==> src/rtl/perip_riego_multicanal.sv <==
// perip_riego_multicanal: memory-mapped multi-channel irrigation scheduler.
// Grants one valve at a time in round-robin order after an ESP ready handshake.
module perip_riego_multicanal #(
  parameter int N_CH = 4,
  parameter int TURB_W = 4,
  parameter int TIMER_W = 16,
  parameter logic [TURB_W-1:0] DEF_THRESH = TURB_W'(8),
  parameter int DEF_TIMEOUT = 1000
) (
  input  logic            clk,
  input  logic            reset,
  input  logic [31:0]     d_in,
  input  logic            cs,
  input  logic [31:0]     addr,
  input  logic            rd,
  input  logic            wr,
  input  logic            ready_from_esp,
  output logic [31:0]     d_out,
  output logic            enable_esp,
  output logic [N_CH-1:0] led_valvula
);
  typedef enum logic [2:0] {
    S_IDLE = 3'd0,
    S_SCAN = 3'd1,
    S_REQ  = 3'd2,
    S_OPEN = 3'd3,
    S_DONE = 3'd4
  } state_t;
  localparam logic [4:0] A_CTRL = 5'h00;
  localparam logic [4:0] A_TURB = 5'h01;
  localparam logic [4:0] A_THRESH = 5'h02;
  localparam logic [4:0] A_EN = 5'h03;
  localparam logic [4:0] A_LED = 5'h04;
  localparam logic [4:0] A_DUR = 5'h05;
  localparam logic [4:0] A_TOUT = 5'h06;
  localparam logic [4:0] A_REQ = 5'h07;
  localparam logic [4:0] A_STAT = 5'h08;
  localparam logic [4:0] A_FCLR = 5'h09;
  state_t             state_q, state_d;
  logic               run_q, run_d;
  logic [TURB_W-1:0]  turb_q [N_CH];
  logic [TURB_W-1:0]  turb_d [N_CH];
  logic [TURB_W-1:0]  thresh_q, thresh_d;
  logic [TIMER_W-1:0] dur_q, dur_d;
  logic [TIMER_W-1:0] tout_q, tout_d;
  logic [TIMER_W-1:0] cnt_q, cnt_d;
  logic [N_CH-1:0]    pend_q, pend_d;
  logic [N_CH-1:0]    fault_q, fault_d;
  logic [N_CH-1:0]    blocked_q, blocked_d;
  logic [N_CH-1:0]    led_q, led_d;
  logic [2:0]         ch_q, ch_d;
  logic [2:0]         rr_q, rr_d;
  logic               en_q, en_d;
  logic               we;
  logic [4:0]         a;
  logic [N_CH-1:0]    elig, rot, ch_oh, pend_clr, fault_set;
  logic               found;
  logic [2:0]         off, sel;
  logic [3:0]         sum;
  logic [31:0]        rdata;
  logic               unused_bits;
  assign unused_bits = ^{addr, d_in};
  assign we = cs && wr;
  assign a = addr[4:0];
  assign ch_oh = N_CH'(1) << ch_q;
  assign enable_esp = en_q;
  assign led_valvula = led_q;
  always_comb begin
    run_d = (we && a == A_CTRL) ? d_in[0] : run_q;
    thresh_d = (we && a == A_THRESH) ? d_in[TURB_W-1:0] : thresh_q;
    dur_d = (we && a == A_DUR) ? d_in[TIMER_W-1:0] : dur_q;
    tout_d = (we && a == A_TOUT) ? d_in[TIMER_W-1:0] : tout_q;
    for (int i = 0; i < N_CH; i++) begin
      turb_d[i] = (we && a == A_TURB && d_in[15:8] == 8'(i)) ? d_in[TURB_W-1:0] : turb_q[i];
      elig[i] = pend_q[i] && !fault_q[i] && turb_q[i] <= thresh_q;
      blocked_d[i] = pend_q[i] && turb_q[i] > thresh_q;
    end
    // Rotate eligibility so bit 0 is the rr pointer, then take the lowest set bit
    rot = N_CH'({elig, elig} >> rr_q);
    found = |rot;
    off = '0;
    for (int k = N_CH - 1; k >= 0; k--)
      if (rot[k]) off = 3'(k);
    sum = {1'b0, rr_q} + {1'b0, off};
    sel = (sum >= 4'(N_CH)) ? 3'(sum - 4'(N_CH)) : sum[2:0];
  end
  always_comb begin
    state_d = state_q;
    ch_d = ch_q;
    rr_d = rr_q;
    cnt_d = cnt_q;
    en_d = en_q;
    led_d = led_q;
    pend_clr = '0;
    fault_set = '0;
    case (state_q)
      S_IDLE: state_d = run_q ? S_SCAN : S_IDLE;
      S_SCAN: begin
        if (!run_q) state_d = S_IDLE;
        else if (found) begin
          ch_d = sel;
          cnt_d = tout_q;
          en_d = 1'b1;
          state_d = S_REQ;
        end
      end
      S_REQ: begin
        if (ready_from_esp) begin
          cnt_d = dur_q;
          led_d = ch_oh;
          state_d = S_OPEN;
        end else if (cnt_q <= TIMER_W'(1)) begin
          fault_set = ch_oh;
          pend_clr = ch_oh;
          en_d = 1'b0;
          state_d = S_DONE;
        end else cnt_d = cnt_q - TIMER_W'(1);
      end
      // A zero duration still opens the valve for one cycle
      S_OPEN: begin
        if (cnt_q <= TIMER_W'(1)) begin
          led_d = '0;
          en_d = 1'b0;
          pend_clr = ch_oh;
          state_d = S_DONE;
        end else cnt_d = cnt_q - TIMER_W'(1);
      end
      S_DONE: begin
        rr_d = (ch_q == 3'(N_CH - 1)) ? 3'd0 : ch_q + 3'd1;
        state_d = run_q ? S_SCAN : S_IDLE;
      end
      default: state_d = S_IDLE;
    endcase
    // Firmware request write beats the FSM clear; fault set beats firmware clear
    pend_d = (pend_q & ~pend_clr) | ((we && a == A_REQ) ? d_in[N_CH-1:0] : '0);
    fault_d = (fault_q & ~((we && a == A_FCLR) ? d_in[N_CH-1:0] : '0)) | fault_set;
  end
  always_comb begin
    rdata = '0;
    case (a)
      A_CTRL: rdata = {31'd0, run_q};
      A_THRESH: rdata = 32'(thresh_q);
      A_EN: rdata = {31'd0, en_q};
      A_LED: rdata = 32'(led_q);
      A_DUR: rdata = 32'(dur_q);
      A_TOUT: rdata = 32'(tout_q);
      A_REQ: rdata = 32'(pend_q);
      A_STAT: rdata = {8'(blocked_q), 8'(fault_q), 5'd0, ch_q, 5'd0, state_q};
      default: rdata = '0;
    endcase
    d_out = (cs && rd) ? rdata : '0;
  end
  always_ff @(posedge clk or negedge reset) begin
    if (!reset) begin
      state_q <= S_IDLE;
      run_q <= 1'b0;
      for (int i = 0; i < N_CH; i++) turb_q[i] <= '0;
      thresh_q <= DEF_THRESH;
      dur_q <= '0;
      tout_q <= TIMER_W'(DEF_TIMEOUT);
      cnt_q <= '0;
      pend_q <= '0;
      fault_q <= '0;
      blocked_q <= '0;
      led_q <= '0;
      ch_q <= '0;
      rr_q <= '0;
      en_q <= 1'b0;
    end else begin
      state_q <= state_d;
      run_q <= run_d;
      for (int i = 0; i < N_CH; i++) turb_q[i] <= turb_d[i];
      thresh_q <= thresh_d;
      dur_q <= dur_d;
      tout_q <= tout_d;
      cnt_q <= cnt_d;
      pend_q <= pend_d;
      fault_q <= fault_d;
      blocked_q <= blocked_d;
      led_q <= led_d;
      ch_q <= ch_d;
      rr_q <= rr_d;
      en_q <= en_d;
    end
  end
endmodule

==> config.mk <==
export PLATFORM = sky130hd
export DESIGN_NAME = perip_riego_multicanal
export DESIGN_NICKNAME = d
export VERILOG_FILES = /design/src/rtl/perip_riego_multicanal.sv
export SDC_FILE = /design/constraint.sdc
export NUM_CORES = 1
export LEC_CHECK = 0
export BUFFER_PORTS_ARGS = -buffer_cell sky130_fd_sc_hd__buf_2
export CAP_MARGIN = 20
export CORE_MARGIN = 2
export CORE_UTILIZATION = 41
export CTS_CLUSTER_DIAMETER = 100
export DETAILED_ROUTE_END_ITERATION = 16
export PLACE_DENSITY = 0.71
export SYNTH_ARGS = -nofsm -noshare
export SYNTH_HDL_FRONTEND = slang
export SYNTH_SLANG_ARGS = --single-unit
==> constraint.sdc <==
create_clock -name clk -period 3.55 [get_ports clk]
set_input_delay 0.355 -clock clk [delete_from_list [all_inputs] [get_ports clk]]
set_output_delay 0.355 -clock clk [all_outputs]
set_load 0.05 [all_outputs]
==> metrics <==
status=complete, no violations; Setup crit end kind=flop; Yosys top cell by area=dfrtp_1; Cell Area, Synth=5640 µm²; deepest clock path buffer count=2; slew margin rel.=35.74%; worst r2r src=thresh_q[3]; worst skew pair latency=350 ps; Synth async-reset ratio=100.0%; final setup TNS=0 ps; DP HPWL=11.05 mm; first-pass GRT wire length=24.60 mm; period utilization=93.58%; H-tree Lvls=3; Post-synth EDFFs=0; Final Hold Fails=0; Worst Setup Path Type=flop to flop; # Max-Cap Violations=0; Ys Warns=0; worst-path cell chain=inv_1 -> ha_1 -> o21a_1 -> o21a_1 -> a21oi_2 -> nand3b_1 -> a2bb2oi_1 -> nand3b_1 -> a21oi_1 -> ha_1 -> inv_1 -> fa_1 -> o41ai_1; worst slew pin tran=963.9 ps; global routing met3 resource utilization=5.874%; initial antenna violation count=0; CTS tree=built; compound-gate portion of the synthesized area=18.70%; unrepaired setup endpoints after global routing=no; cts bufs inserted=9; mux cell area share after synthesis=9.139%; delay-heaviest family, CP=compound AO/OA/AOI/OAI gates; Peak VDD IR=0.0003124 V; commonest cells in the netlist=dfrtp_1 (88), nand2_1 (59), nor2_1 (52); filler cell count=1260; WP data required=3770 ps; GP Congestion=0.8382; busiest metal layer after global routing=met2; final net count=738; port buffer count=55; top cell type's share of synthesized area=39.04%; Sequential Area=2386 µm²; Post-DP Area=6105 µm²; top_reg_cell synth=dfrtp_1; largest family of logic cells by synthesized area=compound AO/OA/AOI/OAI gates; GRT overflow=0; reg2reg path depth=13; max incr delay on CP=540 ps; Antenna Cells=0; Max Clock Freq=301.0 MHz; Setup crit start kind=flop; final instance area=6431 µm²; post-DR vias/cell=5.899; endpoints failing setup=0; Reg clk slew, reported paths=70 ps; drc violations=0; clock sinks=95; vias=4861; Max Clock Skew=5.809 ps; Ports=107; Clock Tree Root=clkbuf_16; Detail Route Antenna Nets=0; reg-to-reg endpoint=ch_q[2]; area grow syn2layout=14.02%; clock period minus worst slack=3322 ps; First DRT Iteration DRCs=381; max-slew violation total from the final report=0; M2 GR Usage=35.04%; adder-cell share of the synthesized area=5.679%; number of global-route vias before repair=4762; FF+latch count, synth=95; Pre-Repair DR Iteration Count=5; Yosys cell types=60; WP buf/inv=2; top cells by area, synth=dfrtp_1 (39%), mux2_2 (8.6%), ha_1 (5.3%), nand2_1 (3.9%), nor2_1 (3.5%); all-layer global routing usage=21.63%; Total Wirelength=15.41 mm; power per cell area=393.9 nW/µm²; Max FO, Critical Path=5; syn_area_per_cell=9.528 µm²; Tot Pwr=2533 µW; Post-Synth XOR/XNOR Area=0.7764%; pin count of the biggest net entering global routing=76; CP max stage cell=dfstp_2; most frequent cell after synthesis=dfrtp_1; register area share after synthesis=42.30%; layout cells sized above 1=23.30%; CP arrival=3540 ps; Reg2Reg Setup Slack=230 ps; worst min path class=primary input to async pin; Leak=0.002857 µW; Die X-Extent=121.3 µm; area of the multi-input gates=3047 µm²; met1 Usage GRT=28.20%; Die Span Y=121.3 µm; Initial Util=42.26%; Site Rows=42; simple-gate portion of the synthesized area=18.68%; Synth Instances=592; area of the die=14710 µm²; core area=13350 µm²; WL/cell=18.70 µm
-- metrics by stage --
step                      setup slack (ps)  util, %  cells  hold slack, ps
after floorplan                      648.5        -    599           59.41
after global placement               409.0    45.73    808           465.5
after detailed placement             132.7    45.73    808           480.9
after CTS                            120.5    48.04    824           189.9
after global routing                 19.71    48.18    824           244.1
final                                227.9    48.18    824           158.0
-- registers in the layout (all words and copies together), names as in the netlist --
register	cells
run_q	1
led_valvula	4
dur_q	16
ch_q	3
rr_q	3
enable_esp	1
fault_q	4
tout_q	16
state_q	3
cnt_q	16
turb_q	16
thresh_q	4
pend_q	4
blocked_q	4
-- power by group --
group	internal (µW)	switching (µW)
registers	1160	66.9
clock network	569	439
logic	114	184
total	1840	690
-- final cells by class --
type                       instances  share of cell area, %
clock buffer                      10                  3.716
clock inverter                     6                  1.070
inverter                          26                  1.518
multi-input combinational        445                  47.37
sequential                        95                  37.10
tap                              176                  3.424
timing repair buffer              66                  5.798
-- layer usage --
| layer | vias up | share of wire [%] |
|---|---|---|
| li1 | 2245 | - |
| met1 | 2377 | 42 |
| met2 | 211 | 48 |
| met3 | 28 | 7.9 |
| met4 | 0 | 2.0 |
| met5 | - | 0 |
-- kinds of logic after synthesis --
logic type                 after synthesis
other                                    1
xor gates and xnor gates                 5
muxes                                   46
and+or+nand+nor                        208
adders and majority gates               25
AOI/OAI and AO/OA                      153
buffers and inverters                   59
DFF                                     95
-- cells in the final DEF (no fill, tap or decap), types with 11 or more instances in the layout --
master / Yosys / layout
dfrtp_1: 88 / 88
nand2_1: 59 / 59
buf_2: 6 / 54
nor2_1: 52 / 52
mux2_2: 43 / 43
o21ai_0: 29 / 29
a21oi_1: 32 / 29
inv_1: 26 / 26
ha_1: 24 / 24
a22oi_1: 17 / 17
o21ai_1: 16 / 16
nand2b_1: 14 / 14
nor3_1: 14 / 12
nor2b_1: 12 / 12
a31oi_1: 11 / 11
buf_4: 9 / 11
-- worst max path at each step --
stage / startpoint / endpoint / cells past startpoint
global placement: thresh_q[3] / ch_q[2] / 13
detailed placement: thresh_q[3] / ch_q[2] / 13
global route: thresh_q[3] / ch_q[2] / 13
floorplan: thresh_q[3] / ch_q[2] / 13
CTS: thresh_q[3] / ch_q[2] / 13
finish: thresh_q[3] / ch_q[2] / 13
-- repair_timing --
item / in CTS / in global routing
hold buffers: 0 / 0
gates resized for setup: 0 / 4
setup buffers: 0 / 0
endpoints found under the setup margin: 0 / 1
Note: power is estimated with default switching activity, not from simulation.
